**config.mk**
```make
export PLATFORM = sky130hd
export DESIGN_NAME = index_sequencer
export DESIGN_NICKNAME = d
export VERILOG_FILES = /design/src/rtl/index_sequencer_pkg.sv /design/src/rtl/index_sequencer_prescaler.sv /design/src/rtl/index_sequencer.sv
export SDC_FILE = /design/constraint.sdc
export NUM_CORES = 1
export LEC_CHECK = 0
export ABC_AREA = 1
export BUFFER_PORTS_ARGS = -buffer_cell sky130_fd_sc_hd__buf_4
export CAP_MARGIN = 30
export CORE_UTILIZATION = 59
export CTS_CLUSTER_DIAMETER = 80
export DETAILED_ROUTE_END_ITERATION = 8
export PLACE_DENSITY = 0.93
export SLEW_MARGIN = 20
export SYNTH_ARGS = -nofsm -noshare
export SYNTH_HDL_FRONTEND = slang
export SYNTH_SLANG_ARGS = --single-unit
```
**constraint.sdc**
```tcl
create_clock -name Clk -period 2.1 [get_ports Clk]
set_clock_uncertainty 0.05 [all_clocks]
set_input_delay 0.21 -clock Clk [delete_from_list [all_inputs] [get_ports Clk]]
set_output_delay 0.21 -clock Clk [all_outputs]
set_load 0.005 [all_outputs]
```
**src/rtl/index_sequencer_pkg.sv**
```systemverilog
// Shared types and constants for the index sequencer.
// Bounce support is built only when INDEX_SEQ_BOUNCE_EN is defined.
package index_sequencer_pkg;

    typedef enum logic {
        ST_STOPPED = 1'b0,
        ST_RUNNING = 1'b1
    } state_e;

    localparam int unsigned IDX_W = 3;

    localparam logic [IDX_W-1:0] IDX_MIN = 3'd0;
    localparam logic [IDX_W-1:0] IDX_MAX = 3'd7;

    function automatic logic [IDX_W-1:0] step_index(
        input logic [IDX_W-1:0] idx,
        input logic             up
    );
        logic [IDX_W-1:0] r;
        if (up) r = idx + 1'b1;
        else    r = idx - 1'b1;
        return r;
    endfunction

endpackage

```
**src/rtl/index_sequencer_prescaler.sv**
```systemverilog
// Prescaler that emits a terminal-count pulse every DIV enabled cycles.
// Part of index_sequencer (INDEX_SEQ_BOUNCE_EN does not affect this file).
module tick_prescaler #(
    parameter int unsigned DIV        = 50000,
    parameter int unsigned PRESCALE_W = 16
) (
    input  logic Clk,
    input  logic Reset,
    input  logic Clear,
    input  logic En,
    output logic Tc
);

    localparam logic [PRESCALE_W-1:0] LAST = PRESCALE_W'(DIV - 1);

    logic [PRESCALE_W-1:0] cnt_q;
    logic [PRESCALE_W-1:0] cnt_d;
    logic                  at_last;

    assign at_last = (cnt_q == LAST);

    // Held at zero when disabled; wraps to zero on the terminal count.
    always_comb begin
        cnt_d = '0;
        if (!Clear && En && !at_last) begin
            cnt_d = cnt_q + 1'b1;
        end
    end

    always_ff @(posedge Clk) begin
        if (Reset) cnt_q <= '0;
        else       cnt_q <= cnt_d;
    end

    assign Tc = En && !Clear && at_last;

endmodule

```
**src/rtl/index_sequencer.sv**
```systemverilog
// Stepping 3-bit index generator feeding a 3-to-8 decoder.
// Define INDEX_SEQ_BOUNCE_EN to build ping-pong mode and the up_q flag.
module index_sequencer
    import index_sequencer_pkg::*;
#(
    parameter int unsigned DIV        = 50000,
    parameter int unsigned PRESCALE_W = 16
) (
    input  logic             Clk,
    input  logic             Reset,
    input  logic             Run,
    input  logic             Dir,
    input  logic             Bounce,
    input  logic             Step,
    input  logic             Load,
    input  logic [IDX_W-1:0] LoadVal,
    output logic [IDX_W-1:0] Index,
    output logic             Tick,
    output logic             Wrap,
    output logic             Active
);

    state_e           state_q, state_d;
    logic [IDX_W-1:0] idx_q, idx_d;
    logic             tick_q, tick_d;
    logic             wrap_q, wrap_d;
    logic             step_q;
    logic             running;
    logic             clear;
    logic             tc;
    logic             adv;

    assign state_d = Run ? ST_RUNNING : ST_STOPPED;
    assign running = (state_q == ST_RUNNING);
    assign clear   = (state_d != state_q) || Load;

    tick_prescaler #(
        .DIV       (DIV),
        .PRESCALE_W(PRESCALE_W)
    ) u_prescaler (
        .Clk  (Clk),
        .Reset(Reset),
        .Clear(clear),
        .En   (running),
        .Tc   (tc)
    );

    assign adv = running ? tc : (Step && !step_q);

`ifdef INDEX_SEQ_BOUNCE_EN
    logic up_q, up_d;
    logic go_up;

    // At the ends the direction is forced, so a load onto an end still bounces.
    always_comb begin
        go_up = up_q;
        if (idx_q == IDX_MIN)      go_up = 1'b1;
        else if (idx_q == IDX_MAX) go_up = 1'b0;
    end
`else
    logic bounce_unused;
    assign bounce_unused = Bounce;
`endif

    always_comb begin
        idx_d  = idx_q;
        tick_d = 1'b0;
        wrap_d = 1'b0;
`ifdef INDEX_SEQ_BOUNCE_EN
        up_d   = up_q;
`endif
        if (Load) begin
            idx_d = LoadVal;
`ifdef INDEX_SEQ_BOUNCE_EN
            up_d  = 1'b1;
`endif
        end else if (adv) begin
            tick_d = 1'b1;
`ifdef INDEX_SEQ_BOUNCE_EN
            if (Bounce) begin
                idx_d  = step_index(idx_q, go_up);
                wrap_d = (idx_d == IDX_MAX) || (idx_d == IDX_MIN);
                if (idx_d == IDX_MAX) up_d = 1'b0;
                if (idx_d == IDX_MIN) up_d = 1'b1;
            end else begin
                idx_d  = step_index(idx_q, !Dir);
                wrap_d = Dir ? (idx_q == IDX_MIN) : (idx_q == IDX_MAX);
            end
`else
            idx_d  = step_index(idx_q, !Dir);
            wrap_d = Dir ? (idx_q == IDX_MIN) : (idx_q == IDX_MAX);
`endif
        end
    end

    always_ff @(posedge Clk) begin
        if (Reset) begin
            state_q <= ST_STOPPED;
            idx_q   <= IDX_MIN;
            tick_q  <= 1'b0;
            wrap_q  <= 1'b0;
            step_q  <= 1'b0;
        end else begin
            state_q <= state_d;
            idx_q   <= idx_d;
            tick_q  <= tick_d;
            wrap_q  <= wrap_d;
            step_q  <= Step;
        end
    end

`ifdef INDEX_SEQ_BOUNCE_EN
    always_ff @(posedge Clk) begin
        if (Reset) up_q <= 1'b1;
        else       up_q <= up_d;
    end
`endif

    assign Index  = idx_q;
    assign Tick   = tick_q;
    assign Wrap   = wrap_q;
    assign Active = running;

endmodule

```
==> results.sh <==
export IMPL_cap_violations=0
export IMPL_vias_per_cell=5.159
export IMPL_fin_hold_ws_ns=0.02458
export IMPL_yosys_warnings=0
export IMPL_hold_violations=0
export IMPL_crit_arrival_ns=1.72
export IMPL_cp_startpoint="u_prescaler.cnt_q[0]$_SDFF_PP0_"
export IMPL_ctsResizeCount=0
export IMPL_globalplace_congestion=0.8031
export IMPL_cts_tree="done"
export IMPL_clockBufferDepth=2
export IMPL_portBuffers=14
export IMPL_place_area_sq_mm=0.001301
export IMPL_clk_insertion_delay_late_ns=0.31
export IMPL_fillCellCount=146
export IMPL_cts_root_buf="clkbuf_4"
export IMPL_drt_pass1_iterations=4
export IMPL_grt_util_met1_pct=25.00
export IMPL_grt_setup_unrepaired="no"
export IMPL_grt_remaining_overflow=0
export IMPL_syn_nets=178
export IMPL_critical_path_class="reg2reg"
export IMPL_antenna_cells=0
export IMPL_rr_startpoint="u_prescaler.cnt_q[0]$_SDFF_PP0_"
export IMPL_gr_usage_met2_pct=45.00
export IMPL_leakage_nw=0.5717
export IMPL_tns_ns=0
export IMPL_path_clk_slew_ns=0.12
export IMPL_max_slew_margin_pct=77.44
export IMPL_setup_viol_count_final=0
export IMPL_layout_setup_ws_ns=0.5701
export IMPL_final_cell_mix="nand2_1, inv_1, nor2_1, dfxtp_1, buf_4"
export IMPL_grt_use_met3_pct=3.922
export IMPL_peakVddDrop_v=0.0004273
export IMPL_htreeDepth=1
export IMPL_syn_area_per_cell_sq_um=7.085
export IMPL_cts_sinks=23
export IMPL_period_share_pct=72.85
export IMPL_critPathRequiredTime_ns=2.29
export IMPL_design_area_sq_mm=0.001329
export IMPL_status="completed"
export IMPL_cts_buffers=3
export IMPL_synth_cells=166
export IMPL_grt_pass1_vias=1011
export IMPL_layout_nets=196
export IMPL_die_area_sq_mm=0.002176
export IMPL_min_period_ns=1.530
export IMPL_drtIter0Drc=22
export IMPL_final_common_cell="nand2_1"
export IMPL_synth_seq_cells=23
export IMPL_top_level_ports=16
export IMPL_ant_nets=0
export IMPL_crit_path_start_kind="flop"
export IMPL_antenna_found_initial=0
export IMPL_grt_pass1_wl_um=3732
export IMPL_min_from="Reset"
export IMPL_post_cts_buffers=0
export IMPL_dp_hpwl_um=1664
export IMPL_worst_path_max_fanout=16
export IMPL_initial_core_util_pct=65.28
export IMPL_drc_errors=0
export IMPL_syn_area_sq_mm=0.001176
export IMPL_rows=15
export IMPL_cp_end_kind="flop"
export IMPL_ys_seq_area_share_pct=39.15
export IMPL_drive_gt1_share_pct=16.94
export IMPL_slew_violations=0
export IMPL_num_vias=1073
export IMPL_wl_per_cell_um=10.89
export IMPL_syn_to_final_growth_pct=12.98
export IMPL_wl_um=2266
export IMPL_synthDistinctLibCells=24
export IMPL_grt_busiest_layer="met2"
export IMPL_dp_slack_ns=0.5734
export IMPL_hold_class="in2reg"
export IMPL_grt_max_degree=17
export IMPL_grt_usage_pct=24.50
export IMPL_maxClockFrequency_ghz=0.6536
export IMPL_die_x_um=46.65
export IMPL_coreArea_sq_mm=0.001802
export IMPL_cts_hold_buf=0
export IMPL_worst_pin_slew_ns=0.3380
export IMPL_powerDensity_mw_per_mm2=544.7
export IMPL_die_y_um=46.65
-- through the flow --
stage               instances  total power [mW]  utilization (%)
floorplan                 166            0.5002                -
global placement          204            0.5297            72.22
detailed placement        204            0.5338            72.22
CTS                       208            0.7321            73.75
global route              208            0.7565            73.75
finish                    208            0.7238            73.75
-- sequential cells by signal, indices dropped and copies added (netlist names) --
signal	flops
Index	3
Wrap	1
Active	1
u_prescaler.cnt_q	16
step_q	1
Tick	1
-- worst paths after layout --
kind                                            to  slack [ns]  cells past startpoint
setup / recovery  u_prescaler.cnt_q[12]$_SDFF_PP0_        0.57                      6
hold / removal               Index[0]$_SDFFE_PP0P_        0.02                      2
setup reg to reg  u_prescaler.cnt_q[12]$_SDFF_PP0_        0.57                      6
hold reg to reg    u_prescaler.cnt_q[0]$_SDFF_PP0_        0.42                      1
-- power by group --
| group | internal, mW | switching, mW |
|---|---|---|
| Combinational | 0.0348 | 0.0359 |
| Clock | 0.0714 | 0.129 |
| Sequential | 0.445 | 0.00751 |
| Total | 0.551 | 0.173 |
-- synthesized netlist by cell type --
cell / n / area share, %
nand2_1: 37 / 12
inv_1: 26 / 8.3
nor2_1: 25 / 8.0
dfxtp_1: 23 / 39
a21oi_1: 12 / 5.1
nor3_1: 6 / 2.6
nand3_2: 5 / 4.3
nand4_1: 5 / 2.7
nand3_1: 3 / 1.3
o21ai_0: 3 / 1.3
nand2_2: 2 / 1.1
nand3b_1: 2 / 1.3
nor2_2: 2 / 1.1
nor2_4: 2 / 1.9
nor3b_1: 2 / 1.3
or2_1: 2 / 1.1
xor2_1: 2 / 1.5
and3_1: 1 / 0.53
and3_2: 1 / 0.64
buf_6: 1 / 0.96
fa_1: 1 / 1.7
ha_1: 1 / 1.1
nor3_2: 1 / 0.85
xnor2_1: 1 / 0.74
-- worst max-delay path, stage by stage, from the launching register on --
cell	delay, ns
dfxtp_1	0.35
ha_1	0.23
nand3_2	0.12
nor2_2	0.06
nand2_1	0.07
nand3_2	0.27
nor3_1	0.29
-- cells by family (layout without fill, tap and decap cells) --
logic type | after synthesis | after routing | synth area share, %
buffers and inverters | 27 | 44 | 9.255
xor gates and xnor gates | 3 | 3 | 2.234
DFF | 23 | 23 | 39.15
AOI/OAI and AO/OA | 15 | 15 | 6.383
and+or+nand+nor | 96 | 96 | 40.21
adders and majority gates | 2 | 2 | 2.766
-- per-layer routing --
layer  up-vias  wire, um
met4         0        71
met2        35      1088
met5         -         0
met1       468       997
met3        12       109
li1        558         -
-- final cells by class --
class	count	area, sq um	share of cell area (%)
Sequential cell	23	460.4	34.65
Tap cell	25	31.28	2.354
Clock buffer	3	22.52	1.695
Multi-Input combinational cell	116	606.8	45.67
Inverter	26	97.59	7.345
Clock inverter	1	5.005	0.3766
Timing Repair Buffer	14	105.1	7.910
(Power assumes the default switching activity.)
